**config.mk**
```make
export PLATFORM = sky130hd
export DESIGN_NAME = binary_to_bcd_seq
export DESIGN_NICKNAME = d
export VERILOG_FILES = /design/src/rtl/binary_to_bcd_seq.sv
export SDC_FILE = /design/constraint.sdc
export NUM_CORES = 1
export LEC_CHECK = 0
export ABC_CLOCK_PERIOD_IN_PS = 2000
export CORE_ASPECT_RATIO = 1.5
export CORE_MARGIN = 10
export CORE_UTILIZATION = 55
export CTS_BUF_LIST = sky130_fd_sc_hd__clkbuf_2
export CTS_CLUSTER_DIAMETER = 40
export DETAILED_ROUTE_END_ITERATION = 8
export PLACE_DENSITY = 0.85
export SLEW_MARGIN = 25
export SYNTH_ARGS = -nofsm -noshare
export SYNTH_HDL_FRONTEND = slang
export SYNTH_SLANG_ARGS = --single-unit
```
**constraint.sdc**
```tcl
create_clock -name clk -period 2 [get_ports clk]
set_clock_uncertainty 0.05 [all_clocks]
set_input_delay 0.3 -clock clk [delete_from_list [all_inputs] [get_ports clk]]
set_output_delay 0.3 -clock clk [all_outputs]
set_load 0.005 [all_outputs]
```
**src/rtl/binary_to_bcd_seq.sv**
```systemverilog
// Sequential binary-to-BCD converter using shift-and-add-3 (double dabble).
// One bit per cycle; the result is held in bcd until the next conversion completes.
module binary_to_bcd_seq #(
  parameter int WIDTH  = 5,
  parameter int DIGITS = 2
) (
  input  logic                  clk,
  input  logic                  reset,
  input  logic                  start,
  input  logic [WIDTH-1:0]      Nb,
  output logic                  ready,
  output logic                  busy,
  output logic                  done,
  output logic [4*DIGITS-1:0]   bcd
);

  localparam int BW = 4 * DIGITS;
  localparam int SW = BW + WIDTH;
  localparam int CW = $clog2(WIDTH + 1);

  function automatic longint pow10(input int n);
    longint p;
    p = 1;
    for (int i = 0; i < n && i < 18; i++) p = p * 10;
    return p;
  endfunction

  localparam longint MAXV = (longint'(1) << WIDTH) - 1;

  generate
    if (pow10(DIGITS) <= MAXV) begin : g_bad_digits
      $warning("binary_to_bcd_seq: DIGITS too small for WIDTH");
    end
  endgenerate

  typedef enum logic [1:0] {
    S_IDLE,
    S_SHIFT,
    S_DONE
  } state_t;

  state_t        state;
  logic [SW-1:0] sr;
  logic [SW-1:0] sr_adj;
  logic [CW-1:0] cnt;

  always_comb begin
    sr_adj = sr;
    for (int i = 0; i < DIGITS; i++) begin
      if (sr[WIDTH+4*i +: 4] >= 4'd5)
        sr_adj[WIDTH+4*i +: 4] = sr[WIDTH+4*i +: 4] + 4'd3;
    end
  end

  // DONE keeps ready high so a held start restarts every WIDTH+2 cycles
  always_ff @(posedge clk) begin
    if (!reset) begin
      state <= S_IDLE;
      sr    <= '0;
      cnt   <= '0;
      ready <= 1'b1;
      busy  <= 1'b0;
      done  <= 1'b0;
      bcd   <= '0;
    end else begin
      unique case (state)
        S_IDLE: begin
          done <= 1'b0;
          if (start) begin
            sr    <= {{BW{1'b0}}, Nb};
            cnt   <= '0;
            ready <= 1'b0;
            busy  <= 1'b1;
            state <= S_SHIFT;
          end
        end
        S_SHIFT: begin
          if (cnt == CW'(WIDTH)) begin
            bcd   <= sr[SW-1 -: BW];
            done  <= 1'b1;
            busy  <= 1'b0;
            ready <= 1'b1;
            state <= S_DONE;
          end else begin
            sr  <= sr_adj << 1;
            cnt <= cnt + CW'(1);
          end
        end
        S_DONE: begin
          done <= 1'b0;
          if (start) begin
            sr    <= {{BW{1'b0}}, Nb};
            cnt   <= '0;
            ready <= 1'b0;
            busy  <= 1'b1;
            state <= S_SHIFT;
          end else begin
            state <= S_IDLE;
          end
        end
        default: state <= S_IDLE;
      endcase
    end
  end

endmodule

```
* Word level (Yosys, flattened, before mapping)
Index checks and enable logic that the tools add are counted.
** Word-level totals
- Output and inout bits :: 11
- ROM bits :: 0
- Bits in writable memories :: 0
- Latch bits :: 0
- Bits in registers :: 29
- Logic and storage cells :: 46
- Memories kept :: 0
** Operators by class
- Muxes and demuxes :: 19
- Shift operators :: 0
- $lt $le $gt $ge :: 2
- Reductions and logical operators :: 8
- Bitwise logic cells :: 0
- Multipliers :: 0
- $add $sub $neg :: 3
- Eq/ne operators :: 7
- Divide/modulo/power cells :: 0
** Operator list (number)
- two-way mux 13 bit :: 2
- case mux 13 bit (2 select lines) :: 1
- two-way mux 3 bit :: 3
- greater-or-equal comparator 4 x 3 -> 1 bit, second input constant :: 2
- != test 2 bit, second input constant :: 3
- case mux 1 bit (2 select lines) :: 3
- case mux 2 bit (3 select lines) :: 1
- case mux 3 bit (2 select lines) :: 1
- AND reduction 2 bit :: 3
- AND reduction 3 bit :: 2
- two-way mux 1 bit :: 5
- adder 4 x 2 -> 4 bit, second input constant :: 1
- two-way mux 2 bit :: 2
- two-way mux 4 bit :: 1
- adder 3 x 1 -> 3 bit, second input constant :: 1
- adder 3 x 2 -> 3 bit, second input constant :: 1
- equality test 3 bit, second input constant :: 1
- equality test 2 x 1 -> 1 bit, second input constant :: 1
- equality test 2 bit, second input constant :: 1
- zero test 2 bit :: 1
- != test 2 x 1 -> 1 bit, second input constant :: 1
- nonzero test 2 bit :: 1
- OR reduction 2 bit :: 1

* Longest topological paths before layout
Gate-level depths: netlist of run 1.
- Word-level depth :: 4
- Mapped depth :: 7
- Depth with buffers taken out :: 6

* Least setup slack after synthesis of run 1
No wires, ideal clock.
- Path kind :: register to register
- From :: register sr[6]
- To :: register sr[7]
- Buffers on the path :: 0
- Cell stages (with the launch flop) :: 7
- Data required time :: 1.875 ns
- Setup time :: 0.075 ns
- Slack :: 0.476 ns
- Data arrival time :: 1.400 ns
- Cell sequence :: dfxtp_1 inv_1 ha_1 nand2b_1 a21oi_1 mux2_2 o21ai_0
** Between the ends
- Word-level cells in the longest chain between the ends :: 4
- Elaborated cells on any way between the ends :: 5
- Those cells by class :: add/sub (1); order compare (1); mux (3)
** RTL lines
- start: declaration :: line 43 : logic [SW-1:0] sr;
- start signal: assignment :: line 70 : sr <= {{BW{1'b0}}, Nb};
- start signal: assignment :: line 85 : sr <= sr_adj << 1;
- start signal: assignment :: line 92 : sr <= {{BW{1'b0}}, Nb};
- adder 4 x 2 -> 4 bit or greater-or-equal comparator 4 x 3 -> 1 bit (tied branches) :: line 51, 50
- two-way mux 4 bit * :: line 50 : if (sr[WIDTH+4*i +: 4] >= 4'd5)
- two-way mux 13 bit * :: line 78 : if (cnt == CW'(WIDTH)) begin
- case mux 13 bit (2 select lines) * :: line 66 : unique case (state)
Every way passes the cells marked *; elsewhere a longest branch is shown, timed or not. The select of a mux whose other input is x is not followed.
A chain may end at the register's enable or synchronous reset.

* Final worst setup path of run 1
Same ends and word-level chain as after synthesis.

==> impl_results.md, run 1 <==
- IO buf count: 18
- Crit start category: flip-flop
- Clock transition at path regs: 0.15 ns
- Max Transition Viols Final: 0
- Starting density of the core: a little under three fifths
- EDFF count, synth: 0
- Top FF cell, synth: dfxtp_1
- RSZ-0062 raised after global routing: false
- Global Route Usage Sum: ~12%
- Largest net degree at the start of global routing: 12
- Max clock buf depth: 2
- Die area: 4616 um^2
- Vias in the first global route: between 1000 and 1500
- Clk_lat worst skew: 0.37 ns
- Crit-path max FO: 4
- Least-Margin Pin Slew: 0.4969 ns
- Crit path to: sr[7]
- Required @ worst endpoint: 2.25 ns
- CP Capture Type: flip-flop
- Setup tns final: 0 ns
- Layout Nets: 161
- Mapped Area: 1249 um^2
- WHS Path Cells: 2
- Setup bufs post-CTS: 0
- Clk sink count: 29
- Fin crit share: between 80 and 90%
- Chip height: 78.36 um
- Antenna cells: 0
- Worst min path class: reg -> reg
- Fin. Hold Viols: 0
- Final setup fails: 0
- Reg2reg end: sr[7]
- Routed wire length: 2486 um
- Post-synth ARST share: 0%
- Peak VDD IR: 0.4525 mV
- Post-DP HPWL: around 1900 um
- Syn Nets: 139
- Crit path cell chain: inv_1, ha_1, nand2b_1, a21oi_1, mux2_2, o21ai_0
- Hold_buf cts: 0
- Worst EP arrival: approximately 2.0 ns
- Starting DRC count in detailed routing: 14
- First-pass GRT wire length: 4409 um
- Sequential share of the synthesized area: 46.49%
- I/O Pins: 19
- F_max: 576.2 MHz
- Syn Area/Cell: 9.990 um^2
- # rows: 21
- DRT antenna net count: 0
- Routability congestion estimate: 0.8105
- Slowest cell on crit path: dfxtp_1
- #FFs+latches synth: 29
- Initial antenna violation count: 0
- Max-slew headroom: 66.77%
- H-tree levels: 2
- Core Box Area: 2207 um^2
- Status: finished, final reports clean
- Crit path time final: 1.735 ns
- GRT overflow: 0
- Power per cell area: 685.8 nW/um^2
- Max-Cap Viols: 0
- Num CTS Buffers: 5
- TritonRoute pass-1 iters: 4
- Leakage: around 0.56 nW
- # fillers: 197
- Remaining DRCs: 0
- Die width: around 59 um
- Post_cts resized: 0
- Ys Warns: 0
- Launching point of the worst reg2reg path: sr[6]
- CTS Root Buffer Type: clkbuf_2
- Distinct cells, synth: 31
- CTS tree: yes
- Vias: 962
- Type of the worst setup path: reg -> reg
- Routed len/inst: roughly 15 um
- Area growth syn-to-layout: 17.74%
- Tot Pwr: between 1 and 1.5 mW
- Slowest stage delay, CP: 0.40 ns
- Vias per inst: 5.626
- Cells after Synth: about 130
- Crit path from: sr[6]
- R2R depth: 6
- R2r setup slk: 0.26 ns
- Share of cells above drive strength 1: 14.19%
## cells in the mapped netlist (2+ instances only)
cell	count	area (um^2)
nor2_1	4	15.01
o21ai_0	10	50.05
ha_1	6	75.07
mux2_2	2	22.52
xnor2_1	2	17.52
a22o_1	8	70.07
xor2_1	2	17.52
nand3_1	5	25.02
dfxtp_1	29	580.6
nand2_1	14	52.55
inv_1	6	22.52
a211oi_1	4	30.03
nor3_1	3	15.01
a21oi_1	6	30.03
nand2b_1	3	18.77
mux2i_1	4	40.04
buf_6	3	33.78
## cell type report
type / instances / area [um^2] / area share, %
Sequential cell: 29 / 580.6 / 39.49
Inverter: 6 / 22.52 / 1.532
Tap cell: 23 / 28.78 / 1.957
Clock inverter: 2 / 10.01 / 0.6809
Timing Repair Buffer: 20 / 195.2 / 13.28
Clock buffer: 6 / 30.03 / 2.043
Multi-Input combinational cell: 85 / 603.1 / 41.02
## critical path: cells and delay by family, from the launching register on
family / cells / cell delay, ns
muxes: 1 / 0.38
adders and majority gates: 1 / 0.18
buffers and inverters: 1 / 0.10
AOI/OAI and AO/OA: 2 / 0.43
and+or+nand+nor: 1 / 0.14
DFF: 1 / 0.40
## registers in the layout (all words and copies together), names as in the netlist
signal / flops
state: 2
bcd: 8
cnt: 3
busy: 1
sr: 13
done: 1
ready: 1
## metal layers
metal | part of all wire [%] | track usage, %
met1 | 38 | 11.66
met2 | 50 | 19.62
met5 | 0 | 0
met4 | 3.9 | 9.908
met3 | 7.8 | 4.509
## report_power, final
group	leakage, nW	internal, mW	switching [mW]
sequential	0.236	0.596	0.0114
clock	0.0327	0.0875	0.204
combinational	0.292	0.0540	0.0551
total	0.561	0.738	0.270
## worst min path at each step
stage | to | startpoint | slack (ns)
finish | ready | ready | 0.43
global route | sr[0] | Nb[0] | 0.44
CTS | ready | ready | 0.43
detailed placement | ready | ready | 0.41
global placement | ready | ready | 0.40
floorplan | sr[0] | Nb[0] | 0.39
## cell families after synthesis
kind of cell               after synthesis  share of synthesized area, %
buffers and inverters                   11                         5.209
AOI/OAI and AO/OA                       33                         18.94
DFF                                     29                         46.49
adders and majority gates                6                         6.012
xor gates and xnor gates                 4                         2.806
and+or+nand+nor                         35                         14.33
muxes                                    7                         6.212
## per-stage QoR
| stage | std cells | hold slack, ns | cell area (um^2) | worst slack (ns) | utilization, % |
|---|---|---|---|---|---|
| floorplan | 125 | 0.3860 | 1249 | 0.4756 | - |
| global placement | 163 | 0.3961 | 1430 | 0.3209 | 64.80 |
| detailed placement | 163 | 0.4083 | 1430 | 0.2640 | 64.80 |
| CTS | 171 | 0.4279 | 1470 | 0.2630 | 66.61 |
| global route | 171 | 0.4356 | 1470 | 0.1336 | 66.61 |
| finish | 171 | 0.4302 | 1470 | 0.2645 | 66.61 |
## cell usage in the layout (no fill, tap or decap), drive strengths merged
| master | instances |
|---|---|
| ha | 6 |
| and4 | 1 |
| buf | 2 |
| mux2i | 4 |
| a21oi | 6 |
| clkbuf | 6 |
| nand3 | 5 |
| nor2 | 5 |
| a31oi | 1 |
| nand2 | 14 |
| nor3 | 3 |
| or2 | 1 |
| clkdlybuf4s50 | 18 |
| clkinv | 2 |
| nand2b | 3 |
| a211oi | 5 |
| a21o | 1 |
| o31ai | 1 |
| xor2 | 2 |
| dfxtp | 29 |
| nand4 | 1 |
| and2b | 1 |
| a31o | 1 |
| mux2 | 3 |
| o21ai | 10 |
| a22o | 8 |
| nor2b | 1 |
| inv | 6 |
| xnor2 | 2 |
Note: power is estimated with default switching activity, not from simulation.
==> inputs of run 2 (changes only) <==
- CAP_MARGIN: unset -> 10
- SKIP_LAST_GASP: unset -> 1
==> results of run 2 <==
No change in the layout: final DEF, timing and power equal those of run 1.
